`config.mk`:
```
export PLATFORM = sky130hd
export DESIGN_NAME = uart_avmm_bridge
export DESIGN_NICKNAME = d
export VERILOG_FILES = /design/src/rtl/uart_avmm_bridge.sv
export SDC_FILE = /design/constraint.sdc
export NUM_CORES = 1
export LEC_CHECK = 0
export CAP_MARGIN = 30
export CORE_ASPECT_RATIO = 1.1
export CORE_MARGIN = 2
export CORE_UTILIZATION = 55
export CTS_BUF_LIST = sky130_fd_sc_hd__clkbuf_8 sky130_fd_sc_hd__clkbuf_16
export DETAILED_ROUTE_END_ITERATION = 8
export GPL_ROUTABILITY_DRIVEN = 0
export HOLD_SLACK_MARGIN = 0.15
export PLACE_DENSITY = 0.83
export SLEW_MARGIN = 40
export SYNTH_ARGS = -nofsm -noshare
export SYNTH_HDL_FRONTEND = slang
export SYNTH_SLANG_ARGS = --single-unit
```
`constraint.sdc`:
```
create_clock -name clk -period 4.1 [get_ports clk]
set_input_delay 0.82 -clock clk [delete_from_list [all_inputs] [get_ports clk]]
set_output_delay 0.82 -clock clk [all_outputs]
set_load 0.02 [all_outputs]
```
`src/rtl/uart_avmm_bridge.sv`:
```
// uart_avmm_bridge
//   Binary-packet UART (8N1) to Avalon-MM master bridge. Commands (MSB first):
//     0x57 addr[ADDR_BYTES] data[DATA_BYTES] -> single write, reply 0x06
//     0x52 addr[ADDR_BYTES]                  -> single read,  reply readdata
//     anything else while idle               -> reply 0x15
// Ports:
//   clk, reset_n          system clock, asynchronous active-low reset
//   uart_rxd / uart_txd   serial in (asynchronous) / serial out, idle high
//   uart_cts / uart_rts   host ready to receive / bridge ready to receive
//   avm_*                 Avalon-MM master (byteenable always all ones)
//   busy                  parser is outside IDLE
module uart_avmm_bridge #(
  parameter int CLOCK_FREQ     = 50000000,
  parameter int UART_BAUDRATE  = 115200,
  parameter int ADDR_WIDTH     = 32,
  parameter int DATA_WIDTH     = 32,
  parameter int TIMEOUT_CYCLES = 5000000,
  parameter int USE_FLOWCTRL   = 1
) (
  input  logic                    clk,
  input  logic                    reset_n,
  input  logic                    uart_rxd,
  output logic                    uart_txd,
  input  logic                    uart_cts,
  output logic                    uart_rts,
  output logic [ADDR_WIDTH-1:0]   avm_address,
  output logic                    avm_read,
  output logic                    avm_write,
  output logic [DATA_WIDTH-1:0]   avm_writedata,
  output logic [DATA_WIDTH/8-1:0] avm_byteenable,
  input  logic [DATA_WIDTH-1:0]   avm_readdata,
  input  logic                    avm_waitrequest,
  output logic                    busy
);
  localparam int BITDIV     = CLOCK_FREQ / UART_BAUDRATE;
  localparam int HALFDIV    = BITDIV / 2;
  localparam int ADDR_BYTES = (ADDR_WIDTH + 7) / 8;
  localparam int DATA_BYTES = DATA_WIDTH / 8;
  localparam int CW         = $clog2(BITDIV + 1);
  localparam logic [7:0] CMD_WR = 8'h57;
  localparam logic [7:0] CMD_RD = 8'h52;
  localparam logic [7:0] ACK    = 8'h06;
  localparam logic [7:0] NAK    = 8'h15;

  typedef enum logic [1:0] {RX_IDLE, RX_START, RX_DATA, RX_STOP} rx_state_t;
  typedef enum logic {TX_IDLE, TX_SEND} tx_state_t;
  typedef enum logic [2:0] {P_IDLE, P_ADDR, P_WDATA, P_BUSWR, P_BUSRD, P_RESP} p_state_t;

  // ---------------- RX ----------------
  rx_state_t     rx_state, rx_state_next;
  logic [2:0]    rxd_sync;  // [0],[1]: synchroniser, [2]: previous synchronised sample
  logic [CW-1:0] rx_cnt;
  logic [2:0]    rx_bit;
  logic [7:0]    rx_shift;
  logic          rx_stop_tick, rx_done, rx_ferr;

  assign rx_stop_tick = (rx_state == RX_STOP) && (rx_cnt == CW'(BITDIV - 1));
  assign rx_done      = rx_stop_tick && rxd_sync[1];
  assign rx_ferr      = rx_stop_tick && !rxd_sync[1];

  always_comb begin
    rx_state_next = rx_state;
    case (rx_state)
      RX_IDLE:  if (rxd_sync[2] && !rxd_sync[1]) rx_state_next = RX_START;
      // Start bit re-checked mid-bit; a high level here is a glitch.
      RX_START: if (rx_cnt == CW'(HALFDIV - 1)) rx_state_next = rxd_sync[1] ? RX_IDLE : RX_DATA;
      RX_DATA:  if (rx_cnt == CW'(BITDIV - 1) && rx_bit == 3'd7) rx_state_next = RX_STOP;
      RX_STOP:  if (rx_cnt == CW'(BITDIV - 1)) rx_state_next = RX_IDLE;
      default:  rx_state_next = RX_IDLE;
    endcase
  end

  always_ff @(posedge clk or negedge reset_n) begin
    if (!reset_n) begin
      rx_state <= RX_IDLE;
      rxd_sync <= 3'b111;
      rx_cnt   <= '0;
      rx_bit   <= '0;
      rx_shift <= '0;
    end else begin
      rx_state <= rx_state_next;
      rxd_sync <= {rxd_sync[1:0], uart_rxd};
      if (rx_state != rx_state_next || (rx_state != RX_START && rx_cnt == CW'(BITDIV - 1)))
        rx_cnt <= '0;
      else
        rx_cnt <= rx_cnt + CW'(1);
      if (rx_state == RX_DATA && rx_cnt == CW'(BITDIV - 1)) begin
        rx_shift <= {rxd_sync[1], rx_shift[7:1]};
        rx_bit   <= rx_bit + 3'd1;
      end
    end
  end

  // ---------------- TX ----------------
  tx_state_t       tx_state, tx_state_next;
  logic [9:0]      tx_shift;  // idles all ones so bit 0 drives the line glitch-free
  logic [CW-1:0]   tx_cnt;
  logic [3:0]      tx_bit;
  logic [1:0]      cts_sync;
  logic            cts_ok, tx_start, resp_pop, nak_pop;
  logic [7:0]      tx_byte;
  logic [DATA_WIDTH-1:0] resp_buf;
  logic [2:0]      resp_left;
  logic [3:0]      nak_cnt;

  assign cts_ok   = (USE_FLOWCTRL == 0) || cts_sync[1];
  assign tx_start = (tx_state == TX_IDLE) && (resp_left != 3'd0 || nak_cnt != 4'd0) && cts_ok;
  assign resp_pop = tx_start && (resp_left != 3'd0);
  assign nak_pop  = tx_start && (resp_left == 3'd0);
  assign tx_byte  = (resp_left != 3'd0) ? resp_buf[DATA_WIDTH-1 -: 8] : NAK;
  assign uart_txd = tx_shift[0];

  always_comb begin
    tx_state_next = tx_state;
    case (tx_state)
      TX_IDLE: if (tx_start) tx_state_next = TX_SEND;
      TX_SEND: if (tx_cnt == CW'(BITDIV - 1) && tx_bit == 4'd9) tx_state_next = TX_IDLE;
      default: tx_state_next = TX_IDLE;
    endcase
  end

  always_ff @(posedge clk or negedge reset_n) begin
    if (!reset_n) begin
      tx_state <= TX_IDLE;
      tx_shift <= '1;
      tx_cnt   <= '0;
      tx_bit   <= '0;
      cts_sync <= '0;
    end else begin
      tx_state <= tx_state_next;
      cts_sync <= {cts_sync[0], uart_cts};
      if (tx_start) begin
        tx_shift <= {1'b1, tx_byte, 1'b0};
        tx_cnt   <= '0;
        tx_bit   <= '0;
      end else if (tx_state == TX_SEND) begin
        if (tx_cnt == CW'(BITDIV - 1)) begin
          tx_cnt   <= '0;
          tx_shift <= {1'b1, tx_shift[9:1]};
          tx_bit   <= tx_bit + 4'd1;
        end else begin
          tx_cnt <= tx_cnt + CW'(1);
        end
      end
    end
  end

  // ---------------- Parser ----------------
  p_state_t              p_state, p_state_next;
  logic [2:0]            byte_cnt;
  logic                  is_wr;
  logic                  nak_push, to_expired;
  logic [31:0]           to_cnt;
  logic [ADDR_WIDTH-1:0] addr_reg;
  logic [DATA_WIDTH-1:0] wdata_reg;

  assign to_expired = (TIMEOUT_CYCLES != 0) && (to_cnt >= 32'(TIMEOUT_CYCLES));

  always_comb begin
    p_state_next = p_state;
    nak_push     = 1'b0;
    case (p_state)
      P_IDLE:
        if (rx_done) begin
          if (rx_shift == CMD_WR || rx_shift == CMD_RD) p_state_next = P_ADDR;
          else                                          nak_push     = 1'b1;
        end
      P_ADDR:
        if (rx_ferr || to_expired)
          p_state_next = P_IDLE;
        else if (rx_done && byte_cnt == 3'(ADDR_BYTES - 1))
          p_state_next = is_wr ? P_WDATA : P_BUSRD;
      P_WDATA:
        if (rx_ferr || to_expired)
          p_state_next = P_IDLE;
        else if (rx_done && byte_cnt == 3'(DATA_BYTES - 1))
          p_state_next = P_BUSWR;
      P_BUSWR, P_BUSRD:
        if (!avm_waitrequest) p_state_next = P_RESP;
      P_RESP:
        if (resp_left == 3'd0 && tx_state == TX_IDLE) p_state_next = P_IDLE;
      default: p_state_next = P_IDLE;
    endcase
  end

  always_ff @(posedge clk or negedge reset_n) begin
    if (!reset_n) begin
      p_state   <= P_IDLE;
      byte_cnt  <= '0;
      is_wr     <= 1'b0;
      to_cnt    <= '0;
      addr_reg  <= '0;
      wdata_reg <= '0;
      resp_buf  <= '0;
      resp_left <= '0;
      nak_cnt   <= '0;
    end else begin
      p_state <= p_state_next;
      if (p_state_next != p_state) byte_cnt <= '0;
      else if (rx_done)            byte_cnt <= byte_cnt + 3'd1;
      // Counts idle line time while a packet is half received.
      if (rx_state != RX_IDLE || !(p_state == P_ADDR || p_state == P_WDATA)) to_cnt <= '0;
      else if (!to_expired)                                                 to_cnt <= to_cnt + 32'd1;
      if (p_state == P_IDLE && rx_done) is_wr <= (rx_shift == CMD_WR);
      // Shifting into a register of the bus width drops surplus upper address bits.
      if (p_state == P_ADDR && rx_done)  addr_reg  <= ADDR_WIDTH'({addr_reg, rx_shift});
      if (p_state == P_WDATA && rx_done) wdata_reg <= DATA_WIDTH'({wdata_reg, rx_shift});
      if (p_state == P_BUSWR && !avm_waitrequest) begin
        resp_buf  <= DATA_WIDTH'(ACK) << (DATA_WIDTH - 8);
        resp_left <= 3'd1;
      end else if (p_state == P_BUSRD && !avm_waitrequest) begin
        resp_buf  <= avm_readdata;
        resp_left <= 3'(DATA_BYTES);
      end else if (resp_pop) begin
        resp_buf  <= resp_buf << 8;
        resp_left <= resp_left - 3'd1;
      end
      nak_cnt <= nak_cnt + 4'(nak_push && nak_cnt != 4'hF) - 4'(nak_pop);
    end
  end

  assign avm_address    = addr_reg;
  assign avm_writedata  = wdata_reg;
  assign avm_byteenable = '1;
  assign avm_write      = (p_state == P_BUSWR);
  assign avm_read       = (p_state == P_BUSRD);
  assign busy           = (p_state != P_IDLE);
  assign uart_rts       = (USE_FLOWCTRL == 0) ||
                          !(p_state == P_BUSWR || p_state == P_BUSRD || p_state == P_RESP);
endmodule
```
==> results of run 1 <==
## sequential cells by signal, summed over array words and instances (netlist names), 8 cells and up
register / flops
to_cnt: 32
rx_cnt: 9
avm_writedata: 32
tx_shift: 9
tx_cnt: 9
avm_address: 32
resp_buf: 32
rx_shift: 8
## metal layers
layer  share of wire  wire (um)  GRT usage
met5               0          0          0
met4           0.020        359    0.06605
met3           0.055       1004    0.06646
met1            0.44       8068     0.2997
met2            0.48       8804     0.3628
## power breakdown
| group | total [uW] | switching (uW) | internal (uW) |
|---|---|---|---|
| clock | 1650 | 777 | 869 |
| sequential | 2260 | 155 | 2110 |
| combinational | 534 | 279 | 255 |
| total | 4440 | 1210 | 3230 |
## worst max path at each step
stage,slack [ns],endpoint
3_3_place_gp,1.18,nak_cnt[1]$_DFF_PN0_
6_report,1.07,nak_cnt[2]$_DFF_PN0_
2_1_floorplan,1.32,nak_cnt[2]$_DFF_PN0_
5_1_grt,0.85,nak_cnt[2]$_DFF_PN0_
4_1_cts,1.07,uart_rts
3_5_place_dp,1.08,nak_cnt[1]$_DFF_PN0_
## logic make-up after synthesis
logic type                 after synthesis  share of synthesized area
and+or+nand+nor                        232                     0.1401
AOI/OAI and AO/OA                      136                    0.09561
DFF                                    192                     0.5456
other                                    1                  0.0004245
xor gates and xnor gates                21                    0.02082
adders and majority gates               22                    0.03201
muxes                                  108                     0.1331
buffers and inverters                   65                    0.03229
## metrics by stage
| step | hold slack, ns | instance area (um^2) | utilization | power (uW) | std cells |
|---|---|---|---|---|---|
| detailed placement | 0.3379 | 10080 | 0.6407 | 2821 | 1054 |
| global route | 0.3556 | 10680 | 0.6790 | 4660 | 1086 |
| CTS | 0.3554 | 10680 | 0.6786 | 4471 | 1086 |
| floorplan | 0.3312 | 8845 | - | 2631 | 780 |
| finish | 0.3553 | 10680 | 0.6790 | 4442 | 1086 |
| global placement | 0.3343 | 10070 | 0.6397 | 2791 | 1054 |
## placed cells by master, fill, tap and decap left out, types with 7 or more instances in the layout
master / Yosys / layout
sky130_fd_sc_hd__dfrtp_1: 180 / 180
sky130_fd_sc_hd__clkdlybuf4s50_1: 0 / 104
sky130_fd_sc_hd__mux2_2: 75 / 75
sky130_fd_sc_hd__nand2_1: 60 / 60
sky130_fd_sc_hd__o21ai_0: 54 / 54
sky130_fd_sc_hd__nor2_1: 45 / 44
sky130_fd_sc_hd__a21oi_1: 33 / 33
sky130_fd_sc_hd__mux2i_1: 32 / 32
sky130_fd_sc_hd__nand3_1: 24 / 24
sky130_fd_sc_hd__inv_1: 23 / 23
sky130_fd_sc_hd__ha_1: 21 / 21
sky130_fd_sc_hd__clkbuf_16: 0 / 17
sky130_fd_sc_hd__or3_1: 15 / 15
sky130_fd_sc_hd__xnor2_1: 12 / 12
sky130_fd_sc_hd__and2_1: 12 / 12
sky130_fd_sc_hd__dfstp_2: 12 / 12
sky130_fd_sc_hd__nor3_1: 11 / 11
sky130_fd_sc_hd__or4_1: 11 / 11
sky130_fd_sc_hd__buf_4: 4 / 10
sky130_fd_sc_hd__nand4_1: 9 / 9
sky130_fd_sc_hd__xor2_1: 9 / 9
sky130_fd_sc_hd__o31ai_1: 9 / 9
sky130_fd_sc_hd__nor2b_1: 8 / 8
sky130_fd_sc_hd__a22o_1: 8 / 8
sky130_fd_sc_hd__a211oi_1: 7 / 7
## cell type report
cell class	instances	share of cell area
Timing Repair Buffer	116	0.1076
Multi-Input combinational cell	523	0.3539
Clock buffer	17	0.03982
Sequential cell	192	0.4511
Clock inverter	15	0.01604
Tap cell	200	0.02342
Inverter	23	0.008081
## worst max-delay path, cell delays in order (launching register included)
cell                      delay, ns
sky130_fd_sc_hd__dfrtp_1       0.45
sky130_fd_sc_hd__or4b_4        0.61
sky130_fd_sc_hd__nor4_4        0.41
sky130_fd_sc_hd__nand2_1       0.19
sky130_fd_sc_hd__nor2_1        0.13
sky130_fd_sc_hd__nand3_1       0.09
sky130_fd_sc_hd__ha_1          0.28
sky130_fd_sc_hd__inv_1         0.05
sky130_fd_sc_hd__ha_1          0.15
sky130_fd_sc_hd__inv_1         0.06
sky130_fd_sc_hd__fa_1          0.38
sky130_fd_sc_hd__xnor2_1       0.13
==> implementation parameters, run 1 <==
Parameter                              Value

GRT
  Pin count of the biggest net entering global routing ... 86
  Aggregate global routing overflow ... 0
  Number of global-route vias before repair ... 6196
  Wire length of the first global-routing pass ... 31070 um
  Antenna violations before repair ... 0
  Tot GR Track Use ... 0.2249

Synth
  Most frequently used flop master after synthesis ... sky130_fd_sc_hd__dfrtp_1
  Syn Inst Count ... 777
  Register area share after synthesis ... 0.5456
  Yosys cell types ... 65
  Avg Inst Size Synth ... 11.37 um^2
  Dominant cell by count in the synthesized netlist ... sky130_fd_sc_hd__dfrtp_1
  Netlist Area Pre-Place ... 8833 um^2
  Most frequent cells after synthesis ... sky130_fd_sc_hd__dfrtp_1 (180), sky130_fd_sc_hd__mux2_2 (75), sky130_fd_sc_hd__nand2_1 (60), sky130_fd_sc_hd__o21ai_0 (54), sky130_fd_sc_hd__nor2_1 (45)
  Number of synthesized register bits ... 192
  Number of flops mapped to enable cells by yosys ... 0
  YS warnings ... 0
  Post-synth top area share ... 0.5099
  Post-synth ARST share ... 1.000
  Synth top area cells ... sky130_fd_sc_hd__dfrtp_1 (51%), sky130_fd_sc_hd__mux2_2 (9.6%), sky130_fd_sc_hd__mux2i_1 (3.6%)
  Largest area contributor in the netlist ... sky130_fd_sc_hd__dfrtp_1

Layout
  Antenna diodes ... 0
  Sequential Area ... 4820 um^2
  Area used by multi-input combinational logic ... 3781 um^2
  Total of fill cells in the finished design ... 1137
  Layout overhead on the synthesized area ... 20.95%
  Total number of nets in the final design ... 932
  Fraction of final layout cells sized beyond drive strength 1 ... 0.1648

STA
  Layout Skew ... 0.01117 ns
  Rel. slew slack ... 0.4599
  Hold violation total from the final report ... 0
  Unrepaired setup endpoints after global routing ... no
  Final-report max-slew violation count ... 0
  Period utilization ... 0.7399
  Transition time at the pin with the least slew margin ... 0.8102 ns
  Maximum frequency from static timing analysis ... 329.6 MHz
  Final setup vio count ... 0
  Setup total negative slack ... 0 ns
  Min Clock Period, post-route ... 3.034 ns
  Post-layout worst setup margin ... 1.066 ns

Setup path
  Data arrival, critical path ... 3.35 ns
  Critical R2R Launch ... rx_cnt[2]$_DFF_PN0_
  Startpoint of the worst setup timing path ... rx_cnt[2]$_DFF_PN0_
  WS Path Type ... reg2reg
  FF-to-FF End ... nak_cnt[2]$_DFF_PN0_
  Worst Path Required ... 4.42 ns
  Startpoint types ... register
  Count of cells along the worst register-to-register path ... 11
  Worst reg2reg setup slack ... 1.07 ns
  Capturing element type of the critical path ... register
  CP Max Fanout ... 6

Hold path
  Hold Path Origin ... cts_sync[0]$_DFF_PN0_
  Worst hold-check path type ... reg2reg
  Worst hold path cell count ... 0
  Hold worst-path end ... cts_sync[1]$_DFF_PN0_

Floorplanning
  Total die area ... 17090 um^2
  Die W ... 124.8 um
  Core region area ... 15740 um^2
  Count of boundary I/O pins ... 110
  Die span in y ... 136.9 um
  Starting density of the core ... 0.5614
  Number of standard-cell rows in the floorplan ... 48

Placement
  DP Wirelength ... 12200 um
  Setup WS pre-CTS ... 1.084 ns
  Port bufs ... 105

Detailed routing
  Post-route ant nets ... 0
  DRC Markers ... 0
  Routed wire length per instance ... 16.79 um
  Number of search-and-repair iterations in the first detailed-routing pass ... 5
  Avg Vias per Cell ... 5.751
  Violation count after the first detailed-route iteration ... 433
  Vias ... 6246
  Final Routed Wirelength ... 18240 um

Power
  Leakage power of the design ... 0.004675 uW
  Highest ir drop seen on vdd ... 0.3159 mV
  Power Density ... 415.7 nW/um^2

Clocking
  Clock-pin slew of the registers on the worst-case setup and hold paths ... 0.07 ns
  Post-CTS Hold Buffers ... 0
  Clock tree from TritonCTS ... yes
  Clock sinks ... 192
  Post CTS Setup Buffer Count ... 0
  Insertion delay of the later-clocked pin in the worst-skew pair ... 0.43 ns
  Cell chosen for the clock root ... sky130_fd_sc_hd__clkbuf_16
  Post-cts resize count ... 0
  Maximum number of buffers from clock root to sink ... 2
  Number of buffers created by CTS ... 17
  H-tree depth ... 4

Run
  Max_cap viols ... 0

Run status
  Run status ... complete, no violations
(Power assumes the default switching activity.)
==> run 2, diff against run 1 <==
clock period = 2.9 ns   (was 4.1 ns; I/O delays follow)
==> run 2 against run 1 <==
Compared with the run above: clock skew down 0.0015 ns; critical path depth unchanged; clock-buffer cell count rose by 1; worst hold slack worse by 0.21 ns; die area unchanged; combinational power grew 46%; clock power is 47% higher; flip-flop and latch count did not move; non-clock buffer count is 14 higher; core utilization rose by 0.70 points; first-iteration DRC count is 3.5% lower; final cell count rose by 1.3%; critical path type unchanged; critical endpoint is now nak_cnt[1]$_DFF_PN0_; largest power group unchanged.
==> implementation parameters, run 2 (synthesized netlist as in run 1, its figures left out) <==
Parameter                              Value

Layout
  Leading cell type in the layout, fill and taps excluded ... sky130_fd_sc_hd__dfrtp_1 (unchanged)
  Finished layout cell area ... 10790 um^2 (was 10680 um^2)
  Area used by multi-input combinational logic ... 3760 um^2 (was 3781 um^2)
  Fraction of final layout cells sized beyond drive strength 1 ... 0.1756 (was 0.1648)
  Sequential Area ... 4820 um^2 (unchanged)
  Antenna diodes ... 0 (unchanged)
  Total number of nets in the final design ... 946 (was 932)
  Total of fill cells in the finished design ... 1116 (was 1137)
  Leading cell types in the layout, fill and taps excluded ... sky130_fd_sc_hd__dfrtp_1 (180), sky130_fd_sc_hd__clkdlybuf4s50_1 (104), sky130_fd_sc_hd__mux2_2 (75) (unchanged)
  Layout overhead on the synthesized area ... 22.20% (was 20.95%)

STA
  Layout Skew ... 0.009687 ns (was 0.01117 ns)
  Unrepaired setup endpoints after global routing ... no (unchanged)
  Maximum frequency from static timing analysis ... 367.6 MHz (was 329.6 MHz)
  Final-report max-slew violation count ... 0 (unchanged)
  Period utilization ... 0.9380 (was 0.7399)
  Min Clock Period, post-route ... 2.720 ns (was 3.034 ns)
  Fin Hold WS ... 0.1404 ns (was 0.3553 ns)
  Post-layout worst setup margin ... 0.1799 ns (was 1.066 ns)
  Hold violation total from the final report ... 0 (unchanged)
  Final setup vio count ... 0 (unchanged)
  Transition time at the pin with the least slew margin ... 0.6264 ns (was 0.8102 ns)
  Rel. slew slack ... 0.5814 (was 0.4599)
  Setup total negative slack ... 0 ns (unchanged)

Run
  Max_cap viols ... 0 (unchanged)

Setup path
  Worst reg2reg setup slack ... 0.18 ns (was 1.07 ns)
  Capturing element type of the critical path ... register (unchanged)
  Critical R2R Launch ... rx_cnt[3]$_DFF_PN0_ (was rx_cnt[2]$_DFF_PN0_)
  CP peak stage delay ... 0.58 ns (was 0.61 ns)
  WS Path Type ... reg2reg (unchanged)
  Data arrival, critical path ... 3.05 ns (was 3.35 ns)
  Most used cell, CP ... sky130_fd_sc_hd__inv_1
  Startpoint types ... register (unchanged)
  Crit-path cells ... or4b_4 -> nor4_4 -> nand2_1 -> nor2_1 -> nand3_1 -> ha_1 -> inv_1 -> ha_1 -> inv_1 -> fa_1 -> inv_1 (was or4b_4 -> nor4_4 -> nand2_1 -> nor2_1 -> nand3_1 -> ha_1 -> inv_1 -> ha_1 -> inv_1 -> fa_1 -> xnor2_1)
  Count of cells along the worst register-to-register path ... 11 (unchanged)
  CP Max Fanout ... 6 (unchanged)
  Worst Path Required ... 3.23 ns (was 4.42 ns)
  FF-to-FF End ... nak_cnt[1]$_DFF_PN0_ (was nak_cnt[2]$_DFF_PN0_)
  Crit path max-delay cell type ... sky130_fd_sc_hd__or4b_4 (unchanged)

Power
  Sw Pwr ... 1703 uW (was 1211 uW)
  Highest ir drop seen on vdd ... 0.4244 mV (was 0.3159 mV)
  Share of total power in sequential cells ... 0.500 (was 0.509)
  Switching portion of total power ... 0.2669 (was 0.2726)
  Power Density ... 591.2 nW/um^2 (was 415.7 nW/um^2)
  Internal power ... 4679 uW (was 3231 uW)
  Leakage power of the design ... 0.004740 uW (was 0.004675 uW)
  Power, Total ... 6382 uW (was 4442 uW)
  Combinational fraction of design power ... 0.122 (was 0.120)
  Clock group share of total power ... 0.378 (was 0.371)

GRT
  Aggregate global routing overflow ... 0 (unchanged)
  Number of global-route vias before repair ... 6428 (was 6196)
  Tot GR Track Use ... 0.2340 (was 0.2249)
  Antenna violations before repair ... 0 (unchanged)
  Pin count of the biggest net entering global routing ... 72 (was 86)
  Wire length of the first global-routing pass ... 32080 um (was 31070 um)

Clocking
  Number of buffers created by CTS ... 17 (unchanged)
  Clock sinks ... 192 (unchanged)
  Insertion delay of the later-clocked pin in the worst-skew pair ... 0.44 ns (was 0.43 ns)
  Cell chosen for the clock root ... sky130_fd_sc_hd__clkbuf_16 (unchanged)
  Clock-pin slew of the registers on the worst-case setup and hold paths ... 0.07 ns (about the same)
  H-tree depth ... 4 (unchanged)
  Post-CTS Hold Buffers ... 0 (unchanged)
  Clock tree from TritonCTS ... yes (unchanged)
  Maximum number of buffers from clock root to sink ... 2 (unchanged)

Detailed routing
  Avg Vias per Cell ... 5.668 (was 5.751)
  Number of search-and-repair iterations in the first detailed-routing pass ... 7 (was 5)
  Violation count after the first detailed-route iteration ... 418 (was 433)
  Routed wire length per instance ... 17.39 um (was 16.79 um)
  Vias ... 6235 (was 6246)
  Post-route ant nets ... 0 (unchanged)
  DRC Markers ... 0 (unchanged)
  Final Routed Wirelength ... 19130 um (was 18240 um)

Placement
  DP Wirelength ... 12560 um (was 12200 um)
  Placement-stage cell area ... 10170 um^2 (was 10080 um^2)
  Setup WS pre-CTS ... 0.1983 ns (was 1.084 ns)
  Port bufs ... 105 (unchanged)

Hold path
  Worst hold-check path type ... in2async (was reg2reg)

Floorplanning
  Count of boundary I/O pins ... 110 (unchanged)
  Die W ... 124.8 um (unchanged)
  Number of standard-cell rows in the floorplan ... 48 (unchanged)
  Total die area ... 17090 um^2 (unchanged)
  Core region area ... 15740 um^2 (unchanged)
  Die span in y ... 136.9 um (unchanged)
  Starting density of the core ... 0.5614 (unchanged)

Run status
  Run status ... complete, no violations (unchanged)
[run 2: cell count changes in the layout (fill, tap and decap cells not counted), moves of 2 or more]
cell                         before  now
sky130_fd_sc_hd__clkinvlp_4       1    5
sky130_fd_sc_hd__buf_4           10   23
sky130_fd_sc_hd__inv_6            5    1
sky130_fd_sc_hd__inv_8            2    5
sky130_fd_sc_hd__clkinv_8         2    0
sky130_fd_sc_hd__clkinv_4         4    1
[run 2: how the worst max path moves through the flow]
stage                             start  depth (start not counted)                   end  slack [ns]
global route        rx_cnt[3]$_DFF_PN0_                         11  nak_cnt[2]$_DFF_PN0_        0.02
finish              rx_cnt[3]$_DFF_PN0_                         11  nak_cnt[1]$_DFF_PN0_        0.18
global placement    rx_cnt[3]$_DFF_PN0_                         11  nak_cnt[1]$_DFF_PN0_        0.25
detailed placement  rx_cnt[3]$_DFF_PN0_                         11  nak_cnt[2]$_DFF_PN0_        0.20
floorplan           rx_cnt[2]$_DFF_PN0_                         11  nak_cnt[2]$_DFF_PN0_        0.12
CTS                 rx_cnt[1]$_DFF_PN0_                         13  nak_cnt[2]$_DFF_PN0_        0.18
[run 2: area by class of cell]
class	count	share of cell area
Sequential cell	192	0.4465
Multi-Input combinational cell	523	0.3483
Timing Repair Buffer	130	0.1174
Clock buffer	18	0.04069
Tap cell	200	0.02318
Clock inverter	14	0.01588
Inverter	23	0.007998
[run 2: per-layer routing]
layer	vias up	share of wire	wire length, um	track usage
li1	2976	-	-	-
met1	3087	0.43	8205	0.2979
met2	143	0.49	9450	0.3901
met3	29	0.059	1130	0.07310
met4	0	0.018	344	0.06914
met5	-	0	0	0
[run 2: through the flow]
step,cells,utilization
3_5_place_dp,1067,0.6463
2_1_floorplan,780,-
4_1_cts,1099,0.6851
3_3_place_gp,1067,0.6463
6_report,1100,0.6860
5_1_grt,1100,0.6860
[run 2: worst max-delay path: cells and delay by family (launching register included)]
kind / cells / cell delay [ns]
and+or+nand+nor: 5 / 1.15
DFF: 1 / 0.43
buffers and inverters: 3 / 0.14
adders and majority gates: 3 / 0.89
[run 2: repair_timing]
action / in CTS / in global routing
setup endpoints to repair: 0 / 2
setup buffers: 0 / 1
gates resized for setup: 0 / 0
[run 2: power by group through the flow]
stage	Combinational, uW	Clock (uW)	Sequential (uW)
2_1_floorplan	550	0	3170
6_report	777	2420	3190
4_1_cts	790	2470	3190
3_3_place_gp	745	0	3220
5_1_grt	898	2570	3230
3_5_place_dp	780	0	3230
